<file path="config.mk">
export PLATFORM = sky130hd
export DESIGN_NAME = door_idol_tracker
export DESIGN_NICKNAME = d
export VERILOG_FILES = /design/src/rtl/door_idol_tracker.sv
export SDC_FILE = /design/constraint.sdc
export NUM_CORES = 1
export LEC_CHECK = 0
export CORE_MARGIN = 5
export CORE_UTILIZATION = 25
export DETAILED_ROUTE_END_ITERATION = 6
export DONT_BUFFER_PORTS = 1
export SLEW_MARGIN = 20
export SYNTH_ARGS = -nofsm -noshare
export SYNTH_HDL_FRONTEND = slang
export SYNTH_SLANG_ARGS = --single-unit
</file>
<file path="constraint.sdc">
create_clock -name clk -period 2.6 [get_ports clk]
set_clock_uncertainty 0.15 [all_clocks]
set_input_delay 0.13 -clock clk [delete_from_list [all_inputs] [get_ports clk]]
set_output_delay 0.13 -clock clk [all_outputs]
set_load 0.02 [all_outputs]
</file>
<file path="src/rtl/door_idol_tracker.sv">
// door_idol_tracker
// Tracks the hidden door / idol object of one level: hidden under a brick,
// revealed when the brick is blown away, then either unlocked (door, once all
// enemies are gone) or collected (idol, on touch).  A door finishes the level
// after the player stands on it for four consecutive video frames.
// Optional feature macro: DOOR_REVEAL_BLINK_EN -- blink the object for the
// first 64 frames after it is revealed.
module door_idol_tracker (
   input  logic       clk,
   input  logic       resetN,
   input  logic       level_start,
   input  logic       bitMap_sel,
   input  logic       start_of_frame,
   input  logic       brick_cleared,
   input  logic       player_hit,
   input  logic [3:0] enemies_left,
   output logic       obj_visible,
   output logic       door_open,
   output logic       level_done,
   output logic       idol_collected,
   output logic [2:0] state_dbg
);

   typedef enum logic [2:0] {
      ST_IDLE     = 3'd0,
      ST_HIDDEN   = 3'd1,
      ST_REVEALED = 3'd2,
      ST_OPEN     = 3'd3,
      ST_DONE     = 3'd4
   } state_t;

   state_t     state_q, state_d;
   logic       type_q, type_d;        // 0 = door, 1 = idol
   logic [1:0] dwell_q, dwell_d;      // consecutive frames with the player on the door
   logic       obj_visible_q, obj_visible_d;
   logic       door_open_q, door_open_d;
   logic       level_done_q, level_done_d;
   logic       idol_collected_q, idol_collected_d;
   logic       blink_vis;             // blink phase allows drawing this cycle

   // Next-state logic; level_start overrides everything else
   always_comb begin
      state_d = state_q;
      type_d  = type_q;
      dwell_d = dwell_q;
      if (level_start) begin
         state_d = ST_HIDDEN;
         type_d  = bitMap_sel;
         dwell_d = 2'd0;
      end else begin
         case (state_q)
            ST_HIDDEN: begin
               // player_hit is deliberately not looked at until revealed
               if (brick_cleared) begin
                  state_d = ST_REVEALED;
               end
            end
            ST_REVEALED: begin
               if (type_q) begin
                  if (player_hit) begin
                     state_d = ST_DONE;
                  end
               end else if (enemies_left == 4'd0) begin
                  state_d = ST_OPEN;
               end
            end
            ST_OPEN: begin
               // Door never relocks on enemy respawn; only frames matter here
               if (start_of_frame) begin
                  if (player_hit) begin
                     if (dwell_q == 2'd3) begin
                        state_d = ST_DONE;
                     end else begin
                        dwell_d = dwell_q + 2'd1;
                     end
                  end else begin
                     dwell_d = 2'd0;
                  end
               end
            end
            default: begin
               // IDLE and DONE wait for level_start
            end
         endcase
      end
   end

`ifdef DOOR_REVEAL_BLINK_EN
   logic [5:0] blink_cnt_q, blink_cnt_d;
   logic       blink_act_q, blink_act_d;

   // Frame counter for the reveal blink: starts on reveal, runs 64 frames
   always_comb begin
      blink_cnt_d = blink_cnt_q;
      blink_act_d = blink_act_q;
      if (level_start) begin
         blink_cnt_d = 6'd0;
         blink_act_d = 1'b0;
      end else if (state_q == ST_HIDDEN && state_d == ST_REVEALED) begin
         blink_cnt_d = 6'd0;
         blink_act_d = 1'b1;
      end else if (blink_act_q && start_of_frame &&
                   (state_q == ST_REVEALED || state_q == ST_OPEN)) begin
         if (blink_cnt_q == 6'd63) begin
            blink_act_d = 1'b0;
         end else begin
            blink_cnt_d = blink_cnt_q + 6'd1;
         end
      end
      // Visible in even 8-frame groups, steady on once the blink is over
      blink_vis = !blink_act_d || !blink_cnt_d[3];
   end

   // Blink counter registers
   always_ff @(posedge clk or negedge resetN) begin
      if (!resetN) begin
         blink_cnt_q <= 6'd0;
         blink_act_q <= 1'b0;
      end else begin
         blink_cnt_q <= blink_cnt_d;
         blink_act_q <= blink_act_d;
      end
   end
`else
   // No blink: object is drawn steadily whenever revealed or open
   always_comb begin
      blink_vis = 1'b1;
   end
`endif

   // Outputs are registered alongside the state so they change with it
   always_comb begin
      obj_visible_d    = (state_d == ST_REVEALED || state_d == ST_OPEN) && blink_vis;
      door_open_d      = (state_d == ST_OPEN);
      level_done_d     = (state_q == ST_OPEN) && (state_d == ST_DONE);
      idol_collected_d = (state_q == ST_REVEALED) && (state_d == ST_DONE);
   end

   // State, type, dwell and output registers
   always_ff @(posedge clk or negedge resetN) begin
      if (!resetN) begin
         state_q          <= ST_IDLE;
         type_q           <= 1'b0;
         dwell_q          <= 2'd0;
         obj_visible_q    <= 1'b0;
         door_open_q      <= 1'b0;
         level_done_q     <= 1'b0;
         idol_collected_q <= 1'b0;
      end else begin
         state_q          <= state_d;
         type_q           <= type_d;
         dwell_q          <= dwell_d;
         obj_visible_q    <= obj_visible_d;
         door_open_q      <= door_open_d;
         level_done_q     <= level_done_d;
         idol_collected_q <= idol_collected_d;
      end
   end

   assign obj_visible    = obj_visible_q;
   assign door_open      = door_open_q;
   assign level_done     = level_done_q;
   assign idol_collected = idol_collected_q;
   assign state_dbg      = state_q;

endmodule

</file>
==> flow_metrics.tcl, run 1 <==
set metrics [dict create \
    crit_family "flip-flops" \
    power_mw 0.414 \
    power_density_mw_per_mm2 617 \
    r2r_setup_slack_ns 0.53 \
    status "completed" \
    max_stage_delay_ns 0.71 \
    grt_use_total_pct 8.28 \
    rsz0062_at_grt "no" \
    worstSkewPairLatency_ns 0.27 \
    syn_to_final_growth_pct 23.7 \
    fill_cells 207 \
    remaining_drc_errors 0 \
    die_y_um 56.6 \
    setup_viol 0 \
    routed_via_density 4.80 \
    hold_class "in2reg" \
    tightest_slew_ns 0.578 \
    core_area_mm2 0.00202 \
    vias 437 \
    dr.pass1.iters 2 \
    worstHoldStart "enemies_left[1]" \
    clock-sinks 10 \
    antenna_found_initial 0 \
    yosysTopAreaCell "dfrtp_1" \
    grt_pass1_vias 414 \
    ys_ff_latch 10 \
    synth_area_leaders "dfrtp_1, nand4b_4, nand2_1, and2_1, nor2_1" \
    power.internal_mw 0.288 \
    yosys_warnings 0 \
    wl_per_cell_um 12.8 \
    slew_headroom_pct 61.5 \
    finalNetCount 77 \
    crit_slowest_cell "dfrtp_1" \
    io_buffers 0 \
    drv_slew 0 \
    crit_buf_inv 1 \
    grt_max_degree 12 \
    row_count 16 \
    drv_cap 0 \
    tritoncts "done" \
    fin_ws_ns 0.529 \
    crit_chain "nand4b_4 > nor3_1 > o21ai_0 > a21oi_1 > dlygate4sd3_1" \
    fin_crit_ns 2.07 \
    leakage_nw 0.281 \
    yosys.area.top_type_share_pct 46.1 \
    place.gp.congestion 0.840 \
    r2r-start "state_dbg[0]" \
    min_to "idol_collected" \
    final_common_cell "dfrtp_1" \
    tns_ns 0 \
    max_freq_mhz 483 \
    initial_utilization_pct 26.9 \
    min_period_over_period_pct 79.6 \
    pin_count 18 \
    clock-root-buffer "clkbuf_4" \
    path_class "reg2reg" \
    use_met1_pct 9.43 \
    path_clk_slew_ns 0.07 \
    ctsResizeCount 0 \
    vdd_drop_max_mv 0.282 \
    diodes 0 \
    hpwl_um 882 \
    clk_path_buf_depth 2 \
    postRouteAntennaNets 0 \
    reg2reg_to "dwell_q[0]" \
    synth-seq-area-share_pct 46.1 \
    switching_share_pct 30.6 \
    synthDistinctLibCells 27 \
    hold_violations 0 \
    netlist_instances 55 \
    cp_max_fo 11 \
    synth_nets 67 \
    cts_setup_buffers 0 \
    p_sw_mw 0.127 \
    critPathArrivalTime_ns 2.13 \
    drtIter0Drc 7 \
    layout_common_cells "dfrtp_1, dlygate4sd3_1, nand2_1, nor2_1" \
    combPwrFrac_pct 15.7 \
    cts_htree_levels 1 \
    grt_pass1_wl_mm 1.95 \
    whs_path_depth 3 \
    use_met2_pct 11.2 \
    drive_gt1_share_pct 15.6 \
    busiest_layer "met2" \
    synth_area_um2 543 \
    seqPwrFrac_pct 50.7 \
    cp.required_ns 2.66 \
    wl_mm 1.16 \
    rr_worst_depth 5 \
    critPathCaptureType "register" \
    met3_usage_pct 7.57 \
    cts-buffers-inserted 3 \
    die_w_um 56.6 \
    start_kind "register" \
    avgSynthCellArea_um2 9.87 \
    dp_slack_ns 1.01 \
    overflow 0 \
    die_area_mm2 0.00320 \
    power_frac_clock_pct 33.7 \
]
-- sequential cells by signal (all words and copies together), names as in the netlist --
signal / cells
type_q: 1
state_dbg: 3
idol_collected: 1
level_done: 1
obj_visible: 1
dwell_q: 2
door_open: 1
-- cell families after synthesis --
logic type      synth area share [%]
fa+ha+maj                       2.30
flops                           46.1
buf+inv                         3.46
mux                             2.07
compound gates                  18.4
simple gates                    27.7
-- synthesized netlist by cell type, drive strengths merged --
cell type   n
and4        1
a21oi       3
a211oi      1
buf         1
nor3        2
a311oi      1
nor4        2
nand2b      2
a31oi       2
dfrtp      10
nand4b      1
a22oi       1
or2         1
clkbuf      1
o211a       1
ha          1
and2        3
mux2        1
inv         2
o21ai       4
nor2        6
a21boi      1
nand3       1
nand2       6
-- area by class of cell --
type / instances / area, µm² / share of cell area (%)
Multi-Input combinational cell: 41 / 274 / 40.8
Sequential cell: 10 / 250 / 37.2
Timing Repair Buffer: 7 / 70.1 / 10.4
Clock buffer: 4 / 36.3 / 5.40
Tap cell: 27 / 33.8 / 5.03
Inverter: 2 / 7.51 / 1.12
-- metal layers --
metal | share of wire [%] | up-vias
li1 | - | 216
met1 | 42 | 196
met2 | 42 | 22
met3 | 16 | 3
met4 | 0.86 | 0
met5 | 0 | -
-- power groups by stage --
stage               registers, mW  clock network [mW]  logic [mW]
floorplan                   0.200                   0      0.0570
global placement            0.213                   0      0.0517
detailed placement          0.213                   0      0.0522
CTS                         0.210               0.146      0.0651
global route                0.213               0.156      0.0742
finish                      0.210               0.140      0.0649
-- timing repair --
| action | 4_1_cts | 5_1_grt |
|---|---|---|
| setup endpoints to repair | 0 | 0 |
| endpoints found under the hold margin | 19 | 0 |
| hold buffers | 7 | 0 |
-- metrics by stage --
step	std cells	area, µm²	hold WS [ns]	utilization (%)
CTS	91	672	0.0183	33.2
floorplan	55	543	-0.316	-
detailed placement	80	566	-0.315	28.0
global placement	80	566	-0.315	28.0
global route	91	672	0.0277	33.2
finish	91	672	0.0226	33.2
-- worst min-delay path, stage by stage --
cell	delay [ns]
nor2_1	0.02
nand2_1	0.07
and4_1	0.18
-- how the worst max path moves through the flow --
stage / to / cells past startpoint / start / slack [ns]
after floorplan: state_dbg[0] / 5 / dwell_q[0] / 1.09
after global placement: state_dbg[2] / 4 / state_dbg[2] / 1.03
after detailed placement: state_dbg[0] / 5 / dwell_q[0] / 1.01
after CTS: dwell_q[0] / 5 / state_dbg[0] / 0.53
after global routing: dwell_q[1] / 5 / state_dbg[0] / 0.42
final: dwell_q[0] / 5 / state_dbg[0] / 0.53
Note: power is estimated with default switching activity, not from simulation.
==> inputs of run 2 (changes only) <==
clock period = 2.04 ns   (was 2.6 ns; I/O delays follow)
==> run 2 against run 1 <==
  * Hold slack worse by 0.020 ns
  * Cell count stayed put
  * Critical path depth stayed put
  * Design area is 0.37% lower
  * Routed wire length is 2.1% higher
  * Total power is 30% higher
  * Non-clock buffer count stayed put
  * Utilization is 0.12 points lower
  * First-iteration DRC count is 43% higher
  * Critical path type unchanged
  * Critical endpoint is now state_dbg[0]
  * Largest cell class unchanged
  * Highest routed layer unchanged
==> flow_metrics.tcl, run 2 (synthesis gave the netlist of run 1 again) <==
set metrics [dict create \
    finalNetCount 77 \
    place.gp.congestion 0.736 \
    vdd_drop_max_mv 0.324 \
    busiest_layer "met2" \
    dr.pass1.iters 2 \
    pin_count 18 \
    switching_share_pct 30.9 \
    fill_cells 211 \
    core_area_mm2 0.00202 \
    seq_area_um2 250 \
    hold_class "in2reg" \
    r2r_setup_slack_ns 0.40 \
    r2r-start "dwell_q[0]" \
    crit_chain "ha_1 > nand3_2 > a31oi_2 > a31oi_1 > or2_1" \
    final_common_cell "dfrtp_1" \
    min_to "idol_collected" \
    worstHoldStart "enemies_left[2]" \
    grt_use_total_pct 8.85 \
    hold_violations 0 \
    remaining_drc_errors 0 \
    use_met1_pct 9.99 \
    dp_slack_ns 0.408 \
    status "completed" \
    critPathCaptureType "register" \
    vias 446 \
    drtIter0Drc 10 \
    die_w_um 56.6 \
    dpl.cell_count 81 \
    crit_slowest_cell "dfrtp_1" \
    die_y_um 56.6 \
    leakage_nw 0.276 \
    io_buffers 0 \
    whs_path_depth 3 \
    largest_reg_flops 3 \
    postRouteAntennaNets 0 \
    critPathArrivalTime_ns 1.65 \
    tightest_slew_ns 0.550 \
    postLayoutCellArea_um2 669 \
    syn_to_final_growth_pct 23.3 \
    overflow 0 \
    met3_usage_pct 4.36 \
    hpwl_um 892 \
    reg2reg_to "state_dbg[0]" \
    path_clk_slew_ns 0.07 \
    power.internal_mw 0.371 \
    start_kind "register" \
    grt_pass1_vias 441 \
    row_count 16 \
    use_met2_pct 12.4 \
    clk_path_buf_depth 2 \
    rr_worst_depth 5 \
    worstSkewPairLatency_ns 0.27 \
    dpl_cell_area_um2 573 \
    fin_ws_ns 0.400 \
    seqPwrFrac_pct 48.5 \
    routed_via_density 4.90 \
    min_period_over_period_pct 80.4 \
    power_density_mw_per_mm2 802 \
    combPwrFrac_pct 17.7 \
    cts_setup_buffers 0 \
    setup_viol 0 \
    fin_crit_ns 1.64 \
    drv_slew 0 \
    wl_per_cell_um 13.1 \
    cts-buffers-inserted 3 \
    instances_no_fill 91 \
    clock-root-buffer "clkbuf_4" \
    tritoncts "done" \
    path_class "reg2reg" \
    cts_htree_levels 1 \
    layout_common_cells "dfrtp_1, nand2_1, dlygate4sd3_1, nor2_1" \
    tns_ns 0 \
    slew_headroom_pct 63.4 \
    clock-sinks 10 \
    grt_pass1_wl_mm 2.10 \
    die_area_mm2 0.00320 \
    wl_mm 1.19 \
    max_stage_delay_ns 0.38 \
    p_sw_mw 0.166 \
    initial_utilization_pct 26.9 \
    cp.required_ns 2.05 \
    drive_gt1_share_pct 17.2 \
    power_frac_clock_pct 33.8 \
    multiInputGateArea_um2 274 \
    cp_max_fo 6 \
    drv_cap 0 \
    max_freq_mhz 610 \
    grt_max_degree 12 \
    diodes 0 \
    utilization_pct 33.1 \
    rsz0062_at_grt "no" \
    antenna_found_initial 0 \
]
==> run 2: changes by cell type in the layout (fill, tap and decap cells not counted), sizes merged <==
cell         before  now
buf               0    1
dlygate4sd3       7    6
==> run 2: worst max-delay path, delay by kind of cell (launching register included) <==
family | cells | cell delay [ns]
and+or+nand+nor | 2 | 0.35
adders and majority gates | 1 | 0.26
DFF | 1 | 0.38
AOI/OAI and AO/OA | 2 | 0.39
==> run 2: power groups by stage <==
stage | Clock, mW | Sequential [mW] | Combinational [mW]
floorplan | 0 | 0.254 | 0.0726
global placement | 0 | 0.264 | 0.0779
detailed placement | 0 | 0.264 | 0.0783
CTS | 0.191 | 0.261 | 0.0969
global route | 0.207 | 0.264 | 0.108
finish | 0.182 | 0.260 | 0.0950
==> run 2: worst max path at each step <==
| stage | depth (start not counted) | startpoint | slack (ns) | endpoint |
|---|---|---|---|---|
| floorplan | 5 | dwell_q[0] | 0.53 | state_dbg[0] |
| global placement | 5 | dwell_q[0] | 0.43 | state_dbg[0] |
| detailed placement | 5 | dwell_q[0] | 0.41 | state_dbg[0] |
| CTS | 5 | dwell_q[0] | 0.39 | state_dbg[0] |
| global route | 5 | dwell_q[0] | 0.25 | state_dbg[0] |
| finish | 5 | dwell_q[0] | 0.40 | state_dbg[0] |
==> run 2: area by class of cell <==
cell class              instances  share of cell area [%]
clock buffers                   4                    5.42
inverters                       2                    1.12
flip-flops and latches         10                    37.4
well taps                      27                    5.05
repair buffers                  7                    10.1
multi-input cells              41                    40.9
==> run 2: per-stage QoR <==
| stage | hold slack [ns] | total power, mW |
|---|---|---|
| 2_1_floorplan | -0.344 | 0.327 |
| 3_3_place_gp | -0.343 | 0.342 |
| 3_5_place_dp | -0.343 | 0.343 |
| 4_1_cts | 0.00181 | 0.548 |
| 5_1_grt | 0.00962 | 0.578 |
| 6_report | 0.00270 | 0.537 |
==> run 2: what timing repair did <==
item                      CTS  global route
hold endpoints to repair   19             0
hold buffers                6             0
resized for setup           0             0
==> run 2: layer usage <==
layer | part of all wire, % | routed length [µm]
met5 | 0 | 0
met4 | 3.3 | 39
met3 | 9.8 | 116
met2 | 44 | 519
met1 | 43 | 513
==> inputs of run 3 (changes only) <==
ABC_AREA = 1   (was not set)
clock period = 1.3 ns   (was 2.04 ns; I/O delays follow)
==> run 3 against run 2 <==
  * The flow now finishes with violations (setup timing)
  * Total power grew to 3.1 times the previous value
  * Utilization grew 5.6 points
  * Critical path depth grew 3
  * Sequential share of layout area shrank 7.3 points
  * Sequential cell count is the same
  * Non-clock buffer count grew 11
  * Cell count grew 31%
  * Largest cell class unchanged
  * Largest power group is now combinational cells
==> flow_metrics.tcl, run 3 <==
set metrics [dict create \
    grt_use_total_pct 8.77 \
    yosys.area.top_type_share_pct 45.2 \
    netlist_instances 69 \
    leakage_nw 0.389 \
    reg2reg_to "door_open" \
    die_y_um 57.0 \
    yosysTopAreaCell "dfrtp_1" \
    r2r-start "state_dbg[0]" \
    postLayoutCellArea_um2 841 \
    synth_common_cells "nand2_1, dfrtp_1, nor2_1" \
    pin_count 18 \
    hold_violations 0 \
    drv_cap 0 \
    crit_chain "inv_1 > nor2_4 > nand3b_1 > nand2_2 > inv_2 > nand3_4 > nand2_2 > nor2_2" \
    worstSkewPairLatency_ns 0.26 \
    status "finished, violations left" \
    cp.required_ns 1.30 \
    routed_via_density 4.48 \
    p_sw_mw 0.753 \
    vdd_drop_max_mv 0.754 \
    endpoint "door_open" \
    path_clk_slew_ns 0.07 \
    synth-seq-area-share_pct 45.2 \
    clk_path_buf_depth 2 \
    rr_worst_depth 8 \
    syn_to_final_growth_pct 52.0 \
    remaining_drc_errors 0 \
    violations "setup timing" \
    tritoncts "done" \
    rsz0062_at_grt "yes" \
    cts-buffers-inserted 3 \
    initial_utilization_pct 25.5 \
    crit_slowest_cell "dfrtp_2" \
    path_class "reg2reg" \
    max_stage_delay_ns 0.47 \
    layout_common_cells "nand2_1, dlygate4sd3_1, dfrtp_1, nand2_2" \
    drive_gt1_share_pct 42.9 \
    place.gp.congestion 0.774 \
    io_buffers 0 \
    dpl_cell_area_um2 643 \
    clock-sinks 10 \
    synth_area_leaders "dfrtp_1, nand2_1, nand3_1, nor2_1, inv_1" \
    power_frac_clock_pct 16.8 \
    ys.flop_type "dfrtp_1" \
    setup_viol 4 \
    wl_per_cell_um 11.9 \
    slew_headroom_pct 69.4 \
    die_area_mm2 0.00325 \
    wl_mm 1.41 \
    synthArstFlopShare_pct 100 \
    hpwl_um 996 \
    combPwrFrac_pct 51.0 \
    ys_ff_latch 10 \
    tns_ns -0.122 \
    largest_reg_flops 3 \
    drv_slew 0 \
    synth_area_um2 553 \
    tightest_slew_ns 0.457 \
    critPathCaptureType "register" \
    seq_area_um2 253 \
    r2r_setup_slack_ns -0.04 \
    synth_enable_flop_cells 0 \
    finalNetCount 104 \
    dpl.cell_count 104 \
    fin_crit_ns 1.34 \
    yosys_warnings 0 \
    dp_slack_ns -0.0800 \
    multiInputGateArea_um2 309 \
    whs_ns 0.00442 \
    max_freq_mhz 747 \
    overflow 0 \
    instances_no_fill 119 \
    row_count 17 \
    avgSynthCellArea_um2 8.01 \
    cp_common_cell "nand2_2" \
    die_w_um 57.0 \
    cp_max_fo 7 \
    grt_pass1_vias 544 \
    yosys.cell_count.top_type "nand2_1" \
    start_kind "register" \
    power.internal_mw 0.899 \
    seqPwrFrac_pct 32.2 \
    fin_ws_ns -0.0392 \
    grt_max_degree 11 \
    antenna_found_initial 0 \
    crit_path_start "state_dbg[0]" \
    hold_class "in2reg" \
    vias 533 \
    core_area_mm2 0.00217 \
    drtIter0Drc 8 \
    final_common_cell "nand2_1" \
    power_density_mw_per_mm2 1970 \
    cts_htree_levels 1 \
    dr.pass1.iters 5 \
    grt_pass1_wl_mm 2.27 \
    clock-root-buffer "clkbuf_4" \
    fill_cells 221 \
    synthDistinctLibCells 18 \
    synth_nets 81 \
    switching_share_pct 45.6 \
    postRouteAntennaNets 0 \
    critPathArrivalTime_ns 1.34 \
    diodes 0 \
    min_period_over_period_pct 103 \
]
==> run 3: layout make-up <==
| type | count | area share, % |
|---|---|---|
| multi-input combinational | 49 | 36.8 |
| sequential | 10 | 30.1 |
| timing repair buffer | 18 | 19.9 |
| inverter | 10 | 4.76 |
| clock buffer | 4 | 4.32 |
| tap | 28 | 4.17 |
==> run 3: logic make-up (layout without fill, tap and decap cells) <==
group           after synthesis  in the layout  synth area share, %
simple gates                 42             42                 40.3
flops                        10             10                 45.2
buf+inv                      10             32                 6.79
compound gates                6              6                 5.43
fa+ha+maj                     1              1                 2.26
==> run 3: what timing repair did <==
item,in CTS,in global routing
hold buffers,10,0
pin swaps,9,4
setup buffers,1,0
resized for setup,8,7
cloned,0,0
endpoints found under the setup margin,5,6
hold endpoints to repair,20,0
==> run 3: through the flow <==
stage                     util (%)  power (mW)
after floorplan                  -       0.993
after global placement        29.6        1.20
after detailed placement      29.6        1.21
after CTS                     37.7        1.59
after global routing          38.8        1.77
final                         38.8        1.65
==> run 3: metal layers <==
| layer | GRT usage, % | up-vias | wire length, µm |
|---|---|---|---|
| met5 | 0 | - | 0 |
| met4 | 4.64 | 0 | 22 |
| met3 | 1.36 | 2 | 50 |
| met2 | 15.5 | 12 | 740 |
| met1 | 10.1 | 256 | 599 |
| li1 | - | 263 | - |
==> run 3: worst min path at each step <==
stage / from / endpoint / slack, ns / depth (start not counted)
6_report: start_of_frame / state_dbg[2] / 0.004 / 4
3_5_place_dp: resetN / door_open / -0.38 / 0
5_1_grt: start_of_frame / state_dbg[2] / 0.02 / 4
2_1_floorplan: resetN / door_open / -0.38 / 0
3_3_place_gp: resetN / state_dbg[1] / -0.38 / 0
4_1_cts: start_of_frame / state_dbg[2] / 0.002 / 4
==> run 3: power by group through the flow <==
stage	Sequential (mW)	Clock (mW)	Combinational [mW]
3_5_place_dp	0.524	0	0.687
5_1_grt	0.547	0.300	0.919
2_1_floorplan	0.568	0	0.425
3_3_place_gp	0.523	0	0.682
4_1_cts	0.522	0.285	0.782
6_report	0.533	0.277	0.842
==> run 3: critical path, delay by kind of cell (launching register included) <==
family | cells | cell delay [ns]
flip-flops | 1 | 0.47
AND/OR/NAND/NOR | 6 | 0.41
buffers and inverters | 2 | 0.21
